File: src/rtl/ram_ctrl_pkg.sv
// Shared types and widths for the ram_ctrl SRAM access controller.
package ram_ctrl_pkg;

    localparam int CNT_W  = 4;
    localparam int DATA_W = 8;
    localparam int ADDR_W = 8;

    typedef enum logic [2:0] {
        ST_IDLE   = 3'd0,
        ST_SETUP  = 3'd1,
        ST_STROBE = 3'd2,
        ST_HOLD   = 3'd3,
        ST_DONE   = 3'd4
    } state_t;

endpackage

File: src/rtl/ram_ctrl.sv
// CPU-to-SRAM access controller: one access per WAIT_CYCLES+4 cycles,
// with an active-low write strobe lasting WAIT_CYCLES cycles.
module ram_ctrl
    import ram_ctrl_pkg::*;
#(
    parameter int unsigned WAIT_CYCLES = 1
) (
    input  logic              CLK,
    input  logic              RST,
    input  logic              REQ,
    input  logic              WE,
    input  logic [ADDR_W-1:0] ADDR,
    input  logic [DATA_W-1:0] WDATA,
    output logic [DATA_W-1:0] RDATA,
    output logic              ACK,
    output logic              BUSY,
    output logic              RAM_CS,
    output logic              RAM_WR,
    output logic [ADDR_W-1:0] RAM_ADDR,
    output logic [DATA_W-1:0] RAM_DIN,
    input  logic [DATA_W-1:0] RAM_DOUT
);

    localparam logic [CNT_W-1:0] LP_WAIT = CNT_W'(WAIT_CYCLES);

    state_t            r_state;
    logic [CNT_W-1:0]  r_cnt;
    logic              r_we;
    logic [DATA_W-1:0] r_rdata;
    logic              r_ack;
    logic              r_busy;
    logic              r_ram_cs;
    logic              r_ram_wr;
    logic [ADDR_W-1:0] r_ram_addr;
    logic [DATA_W-1:0] r_ram_din;

    // FSM, wait counter, request latches and registered outputs
    always_ff @(posedge CLK) begin
        if (RST) begin
            r_state    <= ST_IDLE;
            r_cnt      <= '0;
            r_we       <= 1'b0;
            r_rdata    <= '0;
            r_ack      <= 1'b0;
            r_busy     <= 1'b0;
            r_ram_cs   <= 1'b1;
            r_ram_wr   <= 1'b1;
            r_ram_addr <= '0;
            r_ram_din  <= '0;
        end else begin
            case (r_state)
                ST_IDLE: begin
                    r_ack    <= 1'b0;
                    r_ram_wr <= 1'b1;
                    if (REQ) begin
                        r_we       <= WE;
                        r_ram_addr <= ADDR;
                        r_ram_din  <= WDATA;
                        r_ram_cs   <= 1'b0;
                        r_busy     <= 1'b1;
                        r_state    <= ST_SETUP;
                    end else begin
                        r_ram_cs <= 1'b1;
                        r_busy   <= 1'b0;
                    end
                end
                ST_SETUP: begin
                    r_ram_wr <= ~r_we;
                    r_cnt    <= LP_WAIT;
                    r_state  <= ST_STROBE;
                end
                ST_STROBE: begin
                    // a count of 0 or 1 both end the strobe, so an illegal 0 cannot hang
                    if (r_cnt <= 4'd1) begin
                        r_cnt    <= 4'd0;
                        r_ram_wr <= 1'b1;
                        r_state  <= ST_HOLD;
                    end else begin
                        r_cnt <= r_cnt - 4'd1;
                    end
                end
                ST_HOLD: begin
                    if (!r_we) begin
                        r_rdata <= RAM_DOUT;
                    end
                    r_ram_cs <= 1'b1;
                    r_ack    <= 1'b1;
                    r_state  <= ST_DONE;
                end
                ST_DONE: begin
                    r_ack   <= 1'b0;
                    r_busy  <= 1'b0;
                    r_state <= ST_IDLE;
                end
                default: begin
                    r_ack    <= 1'b0;
                    r_busy   <= 1'b0;
                    r_ram_cs <= 1'b1;
                    r_ram_wr <= 1'b1;
                    r_state  <= ST_IDLE;
                end
            endcase
        end
    end

    assign RDATA    = r_rdata;
    assign ACK      = r_ack;
    assign BUSY     = r_busy;
    assign RAM_CS   = r_ram_cs;
    assign RAM_WR   = r_ram_wr;
    assign RAM_ADDR = r_ram_addr;
    assign RAM_DIN  = r_ram_din;

endmodule
File: config.mk
export PLATFORM = sky130hd
export DESIGN_NAME = ram_ctrl
export DESIGN_NICKNAME = d
export VERILOG_FILES = /design/src/rtl/ram_ctrl_pkg.sv /design/src/rtl/ram_ctrl.sv
export SDC_FILE = /design/constraint.sdc
export NUM_CORES = 1
export LEC_CHECK = 0
export CAP_MARGIN = 10
export CORE_UTILIZATION = 42
export DETAILED_ROUTE_END_ITERATION = 12
export PLACE_DENSITY_LB_ADDON = 0.2
export SYNTH_ARGS = -nofsm -noshare
export SYNTH_HDL_FRONTEND = slang
export SYNTH_SLANG_ARGS = --single-unit
File: constraint.sdc
create_clock -name CLK -period 2 [get_ports CLK]
set_input_delay 0.5 -clock CLK [delete_from_list [all_inputs] [get_ports CLK]]
set_output_delay 0.5 -clock CLK [all_outputs]
set_load 0.03 [all_outputs]
Yosys cells after proc, flatten, opt, wreduce, memory -nomap -nowiden

Cells that the tools add are included.

Bits of input ports: 28
Flip-flop bits (word level): 36

Reduce and logical (&&, ||, !) cells: 10
Bitwise operators: 2
$add $sub $neg: 1
Equal/unequal tests: 6
Mux-type cells: 12
$lt $le $gt $ge: 1

Operator list:

| kind                | count |
|---|---|
| $pmux 3 s4          | 1 |
| $pmux 4 s2          | 1 |
| $reduce_and 2->1    | 4 |
| $eq 3x2->1 const B  | 2 |
| $mux 3              | 2 |
| $pmux 1 s2          | 3 |
| $reduce_or 3->1     | 2 |
| $le 4x1->1 const B  | 1 |
| $mux 4              | 1 |
| $ne 2x2->1 const B  | 2 |
| $reduce_or 2->1     | 2 |
| $sub 4x1->4 const B | 1 |
| $eq 3x1->1 const B  | 1 |
| $eq 3x3->1 const B  | 1 |
| $logic_not 3->1     | 1 |
| $mux 1              | 3 |
| $pmux 1 s3          | 1 |
| $not 1->1           | 2 |
| $reduce_bool 2->1   | 1 |

Logic depth before layout (Yosys ltp)

Depth in word-level cells: 4
Mapped depth: 7
Gate-level depth less buffers: 6

Worst setup path after synthesis

OpenSTA, ideal clock, no wires.

Path type: input to register
Start point: input REQ
End point: register r_ram_addr[7], in the netlist RAM_ADDR[7]
Stages on the path: 6
Slack: 0.506 ns
Library setup time: 0.071 ns
Arrival time: 1.424 ns
Cells stage by stage: nor2b_1 > and2_1 > clkbuf_1 > buf_2 > nand2_1 > a21oi_1

Longest elaborated chain between the ends: 1

RTL lines:

| element                           | RTL line       | RTL |
|---|---|---|
| start, declared                   | ram_ctrl.sv:10 | `input logic REQ,` |
| $reduce_and 2->1 (no source line) | n/a            |  |
| end signal, assigned              | ram_ctrl.sv:48 | `r_ram_addr <= '0;` |
| end signal, assigned              | ram_ctrl.sv:57 | `r_ram_addr <= ADDR;` |
| end, declared                     | ram_ctrl.sv:34 | `logic [ADDR_W-1:0] r_ram_addr;` |

No other way between the ends.
A chain may end at the register's enable or synchronous reset.

Final worst setup path

Start point: register r_ram_cs, in the netlist RAM_CS
End point: output RAM_CS

RTL lines:

| element                | RTL line       | RTL |
|---|---|---|
| start, declared        | ram_ctrl.sv:32 | `logic r_ram_cs;` |
| start signal, assigned | ram_ctrl.sv:46 | `r_ram_cs <= 1'b1;` |
| start signal, assigned | ram_ctrl.sv:59 | `r_ram_cs <= 1'b0;` |
| start signal, assigned | ram_ctrl.sv:63 | `r_ram_cs <= 1'b1;` |
| end, declared          | ram_ctrl.sv:17 | `output logic RAM_CS,` |

No word-level cell between the ends.

==> summary by stage <==
Outcome
The run finished with clean final reports.

Finish
The total area of multi-input combinational cells is 634 um2. The repair_antennas step left the layout with diodes totalling 0. Relative to the synthesized area, the layout overhead comes to 47.2%. The number of filler instances in the final layout is 268. Registers take 721 um2. The layout net count is 253. The fraction of layout cells with a size suffix above 1 is 6.25%.

Pwr
The clock network burns 22.9% of the power. Sequential cells burn 48.0% of the power. The worst vdd rail ir drop is 0.501 mV. The analysis attributes to cell leakage a power of 0.756 nW.

Combinational logic is responsible for 29.1% of the overall power. The net switching share of the total power is 32.0%. The design draws 1.75 mW.

Internal power comes to 1.19 mW. The net switching power of the design is 559 uW. In this run the power density over the cells is 839 nW/um2.

Clock tree
The number of buffers added by the clock tree synthesis step is 5. For this design, the CTS-stage hold fixing added 0 buffers. TritonCTS built the clock tree. After clock tree synthesis, the clock-pin slew on the worst setup and hold paths is 100 ps. In this run, post-CTS repair resized a total of 0 instances. The H-tree was split into 2 levels. The root buffer cell chosen for the clock tree is clkbuf_4. The post-CTS setup buffer count is 0. The maximum buffer depth of the clock tree is 2.

The clock latency of the later-clocked register in the worst-skew pair is 330 ps. The tree built by TritonCTS fans out to 36 sinks.

Timing
The period utilization is 94.8%. The final count of hold timing violations came to 0. The total count of max-transition violations in the final report is 0. Setup repair after global routing left no endpoint under its margin. At the pin with the least slew margin, the transition time is 584 ps. The achievable frequency is 527 MHz.

Setup violations remaining at the end of the flow were counted as 0. The worst path needs 1900 ps of the cycle, external delays included. Measured against its own limit, the worst slew margin works out to 60.8%. The setup TNS is 0 ps. On the final layout, the worst clock skew is 1.74 ps.

Synthesis
After synthesis the netlist holds a flip-flop and latch count of 36. The top cell type by total area after synthesis is dfxtp_1. The Yosys warning count is 0. After synthesis, the cell types taking the most area are dfxtp_1 (51%), nand2_1 (10%), a21oi_1 (7.4%), mux2i_1 (6.4%), nor2_1 (5.0%). Counting flops with an async set or reset pin after synthesis yields a share of 0%.

The post-synthesis cell type count is 27. For this run, the leading register cell type out of synthesis is dfxtp_1. Synthesis produced 166 cells.

The mean instance size in the synthesized netlist is 8.52 um2. In this run, synthesis inferred 0 flip-flops with an integrated enable. In the synthesized netlist, the cells that appear most often are nand2_1 (39), dfxtp_1 (36), a21oi_1 (21), nor2_1 (19), mux2i_1 (9). The most instantiated library cell after synthesis is nand2_1. The cell area after technology mapping is 1410 um2.

The top cell type's share of synthesized area is 51.0%. The post-synth net total is 196. The post-synthesis sequential area ratio is 51.0%.

Floorplanning
The initial utilization of the core area, before any placement, comes to 45.2%. The number of placement rows is 20. The chip height is 60.0 um. The I/O pin total is 56. The floorplan step defined a die boundary enclosing 3600 um2.

The total area inside the core boundary comes to 3130 um2. The die is 60.0 um wide.

Global route
The largest net degree at the start of global routing is 18. The total track usage is 20.9%. The wire length of the first global-routing pass is 5.43 mm. The number of antenna violations at the first check in global routing came to 0. The total overflow left after global routing is 0.

The number of global-route vias before repair is 1227.

Critical path
On the worst path, the slowest cell contributes a delay of 680 ps. STA classifies the critical path endpoint as a primary output. The buffering stage count on the worst path with inverters included is 1. The number of cells on the worst reg-to-reg path is 3. Walking the worst path, the cells encountered are clkdlybuf4s50_1. The worst register-to-register path begins at r_state[1]. For the worst setup path, the data required time is 1500 ps. The critical path's top delay family is buffers and inverters. At the worst endpoint, the arrival time is 1400 ps. Across all register-to-register paths, the minimum setup slack is 300 ps. The slowest cell on the critical path is clkdlybuf4s50_1. The biggest fanout along the worst timing path is 4. In this run the critical register-to-register path is captured at r_cnt[3]. STA classifies the critical path startpoint as a flip-flop.

The worst setup path is of the flip-flop to primary output kind.

Routing
The detailed-router iteration count before antenna repair is 4. For this run, design rule violations remaining after detail routing come to 0. The detailed-route via count is 1317. Summed over all layers, the routed wires come to 3.42 mm. The average wire per cell in the routed design is 12.8 um. The post-detailed-route count of antenna-violating nets is 0. The detailed router finished its first iteration with 48 violations. The mean number of vias per cell is 4.91.

Flow run
The tool flagged a number of max-cap violations equal to 0.

Placed design
The final weighted congestion in routability-driven placement is 0.754. The HPWL reported at the end of detailed placement is 2.55 mm. During placement, the flow inserted port buffers numbering 55.

Worst hold path
The min-delay analysis places its worst path in the category flip-flop to flip-flop. The number of stages on the worst hold path is 2. The capture endpoint of the worst hold path is RAM_ADDR[6]. The worst hold path begins at RAM_ADDR[6].
[sequential cells by signal (all words and copies together) (netlist names)]
signal    count
r_state       3
r_we          1
RAM_ADDR      8
RDATA         8
BUSY          1
ACK           1
r_cnt         4
RAM_WR        1
RAM_DIN       8
RAM_CS        1
[stage by stage]
step / instances / setup WS, ps / hold slack, ps / area, um2 / util [%]
after floorplan: 166 / 506 / 465 / 1410 / -
after global placement: 260 / 190 / 442 / 2020 / 64.6
after detailed placement: 260 / 118 / 449 / 2020 / 64.6
after CTS: 268 / 81.0 / 464 / 2080 / 66.5
after global routing: 268 / 16.5 / 494 / 2080 / 66.5
final: 268 / 103 / 461 / 2080 / 66.5
[per-layer routing]
layer / global-route usage [%] / vias to the layer above / part of all wire (%)
li1: - / 669 / -
met1: 22.7 / 603 / 39
met5: 0 / - / 0
met4: 8.97 / 0 / 1.6
met2: 35.2 / 38 / 53
met3: 9.09 / 7 / 6.3
[power by group through the flow]
stage	Clock, mW	Combinational, mW	Sequential (mW)
finish	0.400	0.508	0.839
global route	0.446	0.554	0.848
CTS	0.410	0.511	0.839
detailed placement	0	0.508	0.855
global placement	0	0.491	0.848
floorplan	0	0.230	0.922
[kinds of logic (layout without fill, tap and decap cells)]
logic type      Yosys count  after routing  synth area share, %
simple gates             73             73                 23.0
xor+xnor                  1              1                0.620
fa+ha+maj                 2              2                 1.77
compound gates           32             32                 13.1
mux                       9              9                 6.37
buf+inv                  13             71                 4.16
flops                    36             36                 51.0
[how the worst max path moves through the flow]
stage,start,to,slack [ps],cells past startpoint
2_1_floorplan,REQ,RAM_ADDR[7],510,6
3_3_place_gp,REQ,RAM_ADDR[2],190,6
3_5_place_dp,REQ,RAM_ADDR[5],120,6
4_1_cts,RAM_CS,RAM_CS,80,1
5_1_grt,RAM_CS,RAM_CS,20,1
6_report,RAM_CS,RAM_CS,100,1
[layout by cell type, fill, tap and decap left out]
master	synthesis	routed
xnor2_1	1	1
a21boi_0	1	1
nor3_1	5	5
o32a_1	1	1
or3_1	1	1
clkbuf_1	7	2
or4b_1	1	1
dfxtp_1	36	36
clkdlybuf4s50_1	0	55
clkbuf_8	0	1
buf_4	0	4
a32oi_1	1	1
nor2_1	19	19
nand3b_1	1	1
mux2i_1	9	9
or3b_4	1	1
nor3_4	1	1
ha_1	2	2
nand2b_1	1	1
o31ai_1	3	3
a21oi_1	21	21
nand2_1	39	39
nor2b_1	2	2
clkbuf_4	0	5
o221a_2	1	1
and2_1	1	1
o21ai_0	4	4
inv_1	3	3
buf_12	0	1
nor4_1	1	1
[layout make-up]
class	count	area share [%]
sequential	36	34.6
multi-input combinational	117	30.5
timing repair buffer	60	28.9
clock buffer	8	2.83
tap	44	2.65
inverter	3	0.541
[worst reg2reg max path: cells and delay by family, from the launching register on]
kind | cells | cell delay [ps]
AO/OA/AOI/OAI | 1 | 150
AND/OR/NAND/NOR | 2 | 940
flip-flops | 1 | 550
(Power assumes the default switching activity.)
